--- src/rtl/reg_share_arbiter.sv ---
// Two-requester arbiter that owns the load of one shared WIDTH-bit register: grant, load, ack, then hold stable.
// Optional build macro ARB_FIXED_PRIORITY_EN makes requester 0 win every tie instead of round robin.

module reg_share_arbiter #(
   parameter int WIDTH = 4,
   parameter int HOLD  = 2
) (
   input  logic             i_clock,
   input  logic             i_reset,
   input  logic [1:0]       i_req,
   input  logic [WIDTH-1:0] i_data0,
   input  logic [WIDTH-1:0] i_data1,
   output logic [1:0]       o_gnt,
   output logic [1:0]       o_ack,
   output logic [WIDTH-1:0] o_dataout,
   output logic             o_valid,
   output logic             o_owner
);

   localparam logic [3:0] HOLD_CNT = 4'(HOLD);

   typedef enum logic [1:0] {
      S_IDLE = 2'd0,
      S_LOAD = 2'd1,
      S_ACK  = 2'd2,
      S_HOLD = 2'd3
   } state_t;

   state_t           r_state;
   state_t           w_state_nxt;
   logic [1:0]       r_gnt;
   logic [1:0]       w_gnt_nxt;
   logic [1:0]       r_ack;
   logic [1:0]       w_ack_nxt;
   logic [WIDTH-1:0] r_dataout;
   logic [WIDTH-1:0] w_dataout_nxt;
   logic             r_valid;
   logic             w_valid_nxt;
   logic             r_owner;
   logic             w_owner_nxt;
   logic             r_win;
   logic             w_win_nxt;
   logic [3:0]       r_cnt;
   logic [3:0]       w_cnt_nxt;
   logic             w_pick;
`ifndef ARB_FIXED_PRIORITY_EN
   logic             r_last;
   logic             w_last_nxt;
`endif

   function automatic logic [1:0] onehot(input logic idx);
      return idx ? 2'b10 : 2'b01;
   endfunction

   // Winner selection for the current request pattern
   always_comb begin
      w_pick = 1'b0;
      case (i_req)
         2'b01:   w_pick = 1'b0;
         2'b10:   w_pick = 1'b1;
         2'b11: begin
`ifdef ARB_FIXED_PRIORITY_EN
            w_pick = 1'b0;
`else
            w_pick = ~r_last;
`endif
         end
         default: w_pick = 1'b0;
      endcase
   end

   // Next-state and next-output logic; every output is taken from a register
   always_comb begin
      w_state_nxt   = r_state;
      w_gnt_nxt     = r_gnt;
      w_ack_nxt     = 2'b00;
      w_dataout_nxt = r_dataout;
      w_valid_nxt   = r_valid;
      w_owner_nxt   = r_owner;
      w_win_nxt     = r_win;
      w_cnt_nxt     = r_cnt;
`ifndef ARB_FIXED_PRIORITY_EN
      w_last_nxt    = r_last;
`endif
      case (r_state)
         S_IDLE: begin
            if (i_req != 2'b00) begin
               w_state_nxt = S_LOAD;
               w_win_nxt   = w_pick;
               w_gnt_nxt   = onehot(w_pick);
            end else begin
               w_state_nxt = S_IDLE;
               w_gnt_nxt   = 2'b00;
            end
         end
         S_LOAD: begin
            // Winner's req is not re-sampled: a dropped request still completes
            w_dataout_nxt = r_win ? i_data1 : i_data0;
            w_owner_nxt   = r_win;
            w_valid_nxt   = 1'b1;
            w_ack_nxt     = onehot(r_win);
            w_state_nxt   = S_ACK;
`ifndef ARB_FIXED_PRIORITY_EN
            w_last_nxt    = r_win;
`endif
         end
         S_ACK: begin
            w_gnt_nxt = 2'b00;
            if (HOLD_CNT != 4'd0) begin
               w_state_nxt = S_HOLD;
               w_cnt_nxt   = HOLD_CNT;
            end else begin
               w_state_nxt = S_IDLE;
               w_cnt_nxt   = 4'd0;
            end
         end
         S_HOLD: begin
            w_gnt_nxt = 2'b00;
            if (r_cnt <= 4'd1) begin
               w_state_nxt = S_IDLE;
               w_cnt_nxt   = 4'd0;
            end else begin
               w_state_nxt = S_HOLD;
               w_cnt_nxt   = r_cnt - 4'd1;
            end
         end
         default: begin
            w_state_nxt = S_IDLE;
            w_gnt_nxt   = 2'b00;
            w_cnt_nxt   = 4'd0;
         end
      endcase
   end

   // State and output registers; reset discards any load in flight
   always_ff @(posedge i_clock) begin
      if (i_reset) begin
         r_state   <= S_IDLE;
         r_gnt     <= 2'b00;
         r_ack     <= 2'b00;
         r_dataout <= '0;
         r_valid   <= 1'b0;
         r_owner   <= 1'b0;
         r_win     <= 1'b0;
         r_cnt     <= 4'd0;
`ifndef ARB_FIXED_PRIORITY_EN
         r_last    <= 1'b1;
`endif
      end else begin
         r_state   <= w_state_nxt;
         r_gnt     <= w_gnt_nxt;
         r_ack     <= w_ack_nxt;
         r_dataout <= w_dataout_nxt;
         r_valid   <= w_valid_nxt;
         r_owner   <= w_owner_nxt;
         r_win     <= w_win_nxt;
         r_cnt     <= w_cnt_nxt;
`ifndef ARB_FIXED_PRIORITY_EN
         r_last    <= w_last_nxt;
`endif
      end
   end

   assign o_gnt     = r_gnt;
   assign o_ack     = r_ack;
   assign o_dataout = r_dataout;
   assign o_valid   = r_valid;
   assign o_owner   = r_owner;

endmodule
--- config.mk ---
export PLATFORM = sky130hd
export DESIGN_NAME = reg_share_arbiter
export DESIGN_NICKNAME = d
export VERILOG_FILES = /design/src/rtl/reg_share_arbiter.sv
export SDC_FILE = /design/constraint.sdc
export NUM_CORES = 1
export LEC_CHECK = 0
export CAP_MARGIN = 20
export CORE_ASPECT_RATIO = 0.7
export CORE_MARGIN = 3
export CORE_UTILIZATION = 41
export DETAILED_ROUTE_END_ITERATION = 8
export GPL_TIMING_DRIVEN = 0
export PLACE_DENSITY_LB_ADDON = 0.25
export SLEW_MARGIN = 20
export SYNTH_ARGS = -nofsm -noshare
export SYNTH_HDL_FRONTEND = slang
export SYNTH_SLANG_ARGS = --single-unit
--- constraint.sdc ---
create_clock -name i_clock -period 1.2 [get_ports i_clock]
set_input_delay 0.12 -clock i_clock [delete_from_list [all_inputs] [get_ports i_clock]]
set_output_delay 0.12 -clock i_clock [all_outputs]
set_load 0.02 [all_outputs]
==> Word-level counts from Yosys, hierarchy flattened <==
Index checks and enable logic that the tools add are counted.
Widths: inputs -> output; s select.
{ "op_classes": {"n_reduce_logical": 7, "n_eq_ne": 5, "n_lt_le_gt_ge": 1, "div_mod_pow": 0, "mul": 0, "bitwise_logic": 2, "n_shift": 0, "muxes": 11, "addsub": 1} }
{ "ops": {"columns": ["op", "count"], "rows": [
  ["$eq 2x2->1 const B", 4],
  ["$mux 2", 4],
  ["$mux 4", 2],
  ["$pmux 2 s4", 1],
  ["$pmux 4 s2", 1],
  ["$reduce_bool 2->1", 3],
  ["$le 4x1->1 const B", 1],
  ["$pmux 2 s2", 1],
  ["$reduce_or 2->1", 2],
  ["$sub 4x1->4 const B", 1],
  ["$eq 2x1->1 const B", 1],
  ["$logic_not 2->1", 1],
  ["$not 1->1", 2],
  ["$pmux 1 s2", 1],
  ["$reduce_and 2->1", 1],
  ["$mux 1", 1]
]} }
{ "word_totals": {"ff_bits": 18, "latchBits": 0, "mem_bits_ro": 0, "memories": 0, "mem_bits_rw": 0} }

==> Depth between registers and ports, before layout <==
{ "logic_depth": {"ltp_word": 5, "ltp_mapped": 5, "mapped_depth_nobuf": 5} }

==> Least setup slack after synthesis <==
Ideal clock, no wire load.
{ "synth_timing": {"path_type": "reg-to-reg", "start": "reg r_cnt[0]", "end": "reg r_state[0]", "arrival_ns": 1.183, "path_buffers": 0, "path_stages_with_launch": 6, "setup_slack_ns": -0.086, "t_required_ns": 1.097, "path_cell_list": "dfxtp_1 inv_1 ha_1 nor2_2 nor3_1 a2111oi_2"} }
{ "synth_between": {"elab_chain_len": 3} }
{ "synth_lines": {"columns": ["element", "line_no", "source"], "rows": [
  ["start, declared", "43", "logic [3:0] r_cnt;"],
  ["start signal, assigned", "157", "r_cnt <= w_cnt_nxt;"],
  ["$le 4x1->1", "119", "if (r_cnt <= 4'd1) begin"],
  ["$mux 2", "119", null],
  ["$pmux 2 s4", "85", "case (r_state)"],
  ["end signal, assigned", "150", "r_state <= w_state_nxt;"],
  ["end, declared", "29", "state_t r_state;"]
]} }
No other way between the ends.
A chain may end at the register's enable or synchronous reset.

==> Worst setup path after layout <==
Ends and elaborated chain as after synthesis.

==> summary.md <==
The total of buffers placed on input and output ports works out to 20. The wire length on met3 came out at 133 um. Relative to the synthesized area, the layout overhead comes to 40.16%. The run gives 0 as the number of hold violations in the final report. The tools report the initial standard-cell utilization of the core as 46.78%.

Register share of total power: 46.3%. For this design, the sink count on the clock tree is 18. For this design the ratio of total power to cell area is 1319 nW/um2.

In this run the remaining antenna-violating nets after routing total 0. The clock passes through at most 2 buffers. The standard-cell row count came out at 12. The detailed router placed 710 vias in this run. The level count of the clock H-tree is 1, and the clock network fraction of total power is 25.3%. The worst setup path is launched from a flip-flop. The data arrival time of the critical path is 1.38 ns, and the combinational group share of total power is 28.4%. The cell count after synthesis came out at 84. Detailed routing placed a total of 840 um of wire on met2.

Hold timing on the final database bottoms out at a slack of 0.1359 ns. Sorting the synthesized cells by area gives the leading types as dfxtp_1 (45%), mux2i_1 (6.3%), a211oi_1 (5.6%). The die height was 42.98 um; the number of buffers and inverters on the critical path was 1. The clock slew seen by the registers of the worst setup and hold paths was 0.10 ns.

STA classifies the critical path endpoint as a flip-flop. The tools report the iteration count of the initial detailed-routing pass as 4. For this run, design rule violations remaining after detail routing come to 0. The count of state elements after synthesis came out at 18.

During synthesis, Yosys emitted a total of 0 warnings. The run gives 0 as the initial antenna violation count. The final core utilization came out at 65.57%.

The critical path's top delay family is flip-flops. Walking the worst path, the cells encountered are inv_4, ha_4, nor2_4, nor3_4, a2111oi_2. Relative slew slack: 78.97%. The number of filler instances in the final layout came out at 155.

The die is 58.82 um wide. The region available for standard cell placement spans 1712 um2. The peak supply drop was 1.008 mV; the number of buffers added by the clock tree synthesis step was 3. For this block, the initial DRC count from the detailed router was 20. The wire length of the first global-routing pass is 2877 um. For this run, the total global-route usage over all layers was measured as 14.82%. The number of pins with negative max-slew slack in the final report is 0, and the net total in the final layout is 125. The portion of the post-synthesis area used by sequential elements is 45.00%. The later pin in the worst-skew pair is clocked with a latency of 0.29 ns. The tools report the maximum number of pins on one net before global-route repair as 11. Once placement completed, the tool counted placed cells totaling 125.

Leaving out fill and tap cells, the most frequent cell in the layout is dfxtp_1. The detailed router put a total of 775 um of wire on met1. The class of the tightest hold or removal check is input port to flip-flop. For the final database, setup skew stands at 0.002234 ns. The floorplan die area is 2528 um2, and the count of final setup violators is 0. The leakage component of the power came out at 0.4447 nW. For the pin with the worst max-slew slack, the measured transition is 0.3115 ns. The dominant cell type by area after synthesis was dfxtp_1.

In the layout the commonest cells are dfxtp_1 (16), clkdlybuf4s50_1 (10), dlygate4sd2_1 (10). For this run, the top clock speed supported by timing is 847.4 MHz. Summing every instance area after synthesis gives 800.8 um2. The run gives 0 as the number of diodes. The number of global-route vias before repair was 652.

The final non-filler cell total is 131. The critical path's slowest cell was dfxtp_4. After detailed routing, the total wire length is 1749 um. The via-per-instance ratio was 5.420. The max-capacitance violation count is 0, and the sum of net half-perimeters after detailed placement is 1280 um.

The per-instance average area after synthesis came out at 9.533 um2. At the end of routability-driven placement, the weighted congestion stood at 0.7963. Of the total power, the share spent switching nets is 29.85%.

Setup repair after global routing could not meet its margin everywhere. For the switching power total, the log shows 442.1 uW. The worst path uses 98.34% of the clock period.

Final critical delay including setup and external delays: 1.180 ns. The classification of the worst setup path is flip-flop to flip-flop. The number of placed I/O pins was 22. The internal power summed over all cells was 1.039 mW; the post-detailed-route wirelength per cell was 13.35 um. The fraction of post-synthesis cell area in the top cell type by area is 45.00%, and the total nets after synthesis is 98. The run finished with clean final reports. TritonCTS built the clock tree.

The peak per-stage delay on the critical path came out at 0.40 ns. Clock tree synthesis selected as its root buffer the cell clkbuf_4. The post-route netlist has 21.82% of its cells at a drive strength greater than 1.

The total overflow left after global routing is 0. Along the worst path, the maximum fanout reaches 3. For the worst setup path, the data required time is 1.40 ns. The distinct cell type count after synthesis came out at 32. Uppermost layer routed: met3.
worst register-to-register path: cells and delay by family, from the launching register on:
kind / cells / cell delay (ns)
flops: 1 / 0.40
compound gates: 1 / 0.29
simple gates: 2 / 0.20
fa+ha+maj: 1 / 0.16
buf+inv: 1 / 0.04
path summary, 6_finish.rpt:
path | from | end | slack (ns) | depth (start not counted)
worst max-delay path | r_cnt[0]$_SDFFE_PP0N_ | r_state[0]$_SDFF_PP0_ | 0.02 | 5
worst min register to register | o_owner$_SDFFE_PP0N_ | o_owner$_SDFFE_PP0N_ | 0.46 | 2
worst min-delay path | i_reset | r_state[0]$_SDFF_PP0_ | 0.14 | 2
worst max register to register | r_cnt[0]$_SDFFE_PP0N_ | r_state[0]$_SDFF_PP0_ | 0.02 | 5
layout make-up:
| class | instances | area [um2] | area share, % |
|---|---|---|---|
| multi-input cells | 56 | 429.2 | 38.24 |
| flip-flops and latches | 18 | 365.4 | 32.55 |
| repair buffers | 22 | 202.7 | 18.06 |
| plain buffers | 6 | 45.04 | 4.013 |
| clock buffers | 4 | 36.28 | 3.233 |
| well taps | 21 | 26.28 | 2.341 |
| inverters | 4 | 17.52 | 1.561 |
through the flow:
step	setup slack, ns	TNS (ns)	instance area (um2)	total power, mW
6_report	0.01995	0	1122	1.481
3_5_place_dp	-0.1170	-0.2904	1036	1.120
3_3_place_gp	-0.06778	-0.07599	1036	1.108
4_1_cts	-0.0006096	-0.0006096	1110	1.488
2_1_floorplan	0.003188	0	809.5	0.9693
5_1_grt	-0.05965	-0.1476	1122	1.563
synth_stat cells (all sizes together):
cell     number
inv           4
o311ai        2
or3           1
nand2b        2
dfxtp        18
a211oi        6
o41ai         1
a2111oi       1
nor4          1
mux2i         5
nor2b         2
o21ai         1
a221oi        1
a21oi         4
nand4b        1
nand2         7
and2          1
ha            2
a31oi         1
nand3b        1
nor3          4
nor3b         1
nor2          8
a21boi        1
buf           6
o31ai         1
a21bo         1
per-layer routing:
metal	GRT usage (%)	vias to the layer above
met4	1.357	0
met5	0	-
met1	19.05	325
met2	24.01	28
met3	6.079	0
li1	-	357
state kept, by name, indices dropped and copies added, names as in the netlist:
name and cells:
o_owner 1, o_dataout 4, o_gnt 2, r_last 1, r_win 1, r_cnt 4, r_state 2, o_valid 1
o_ack 2
logic make-up (layout without fill, tap and decap cells):
logic type,after synthesis,count (layout),synth area share [%]
AOI/OAI and AO/OA,20,20,18.91
adders and majority gates,2,2,3.125
buffers and inverters,10,36,7.499
DFF,18,18,45.00
muxes,5,5,6.250
and+or+nand+nor,29,29,19.22
what timing repair did:
| item | CTS | global route |
|---|---|---|
| buffers inserted | 2 | 0 |
| endpoints found under the hold margin | 0 | 0 |
| pin swaps | 3 | 3 |
| hold buffers | 0 | 0 |
| gates resized for setup | 18 | 2 |
| endpoints found under the setup margin | 13 | 4 |
power by group through the flow:
stage	Sequential, mW	Clock, mW	Combinational, mW
CTS	0.686	0.381	0.421
floorplan	0.743	0	0.226
global placement	0.699	0	0.409
detailed placement	0.703	0	0.416
finish	0.686	0.375	0.420
global route	0.694	0.411	0.458
Note: power is estimated with default switching activity, not from simulation.
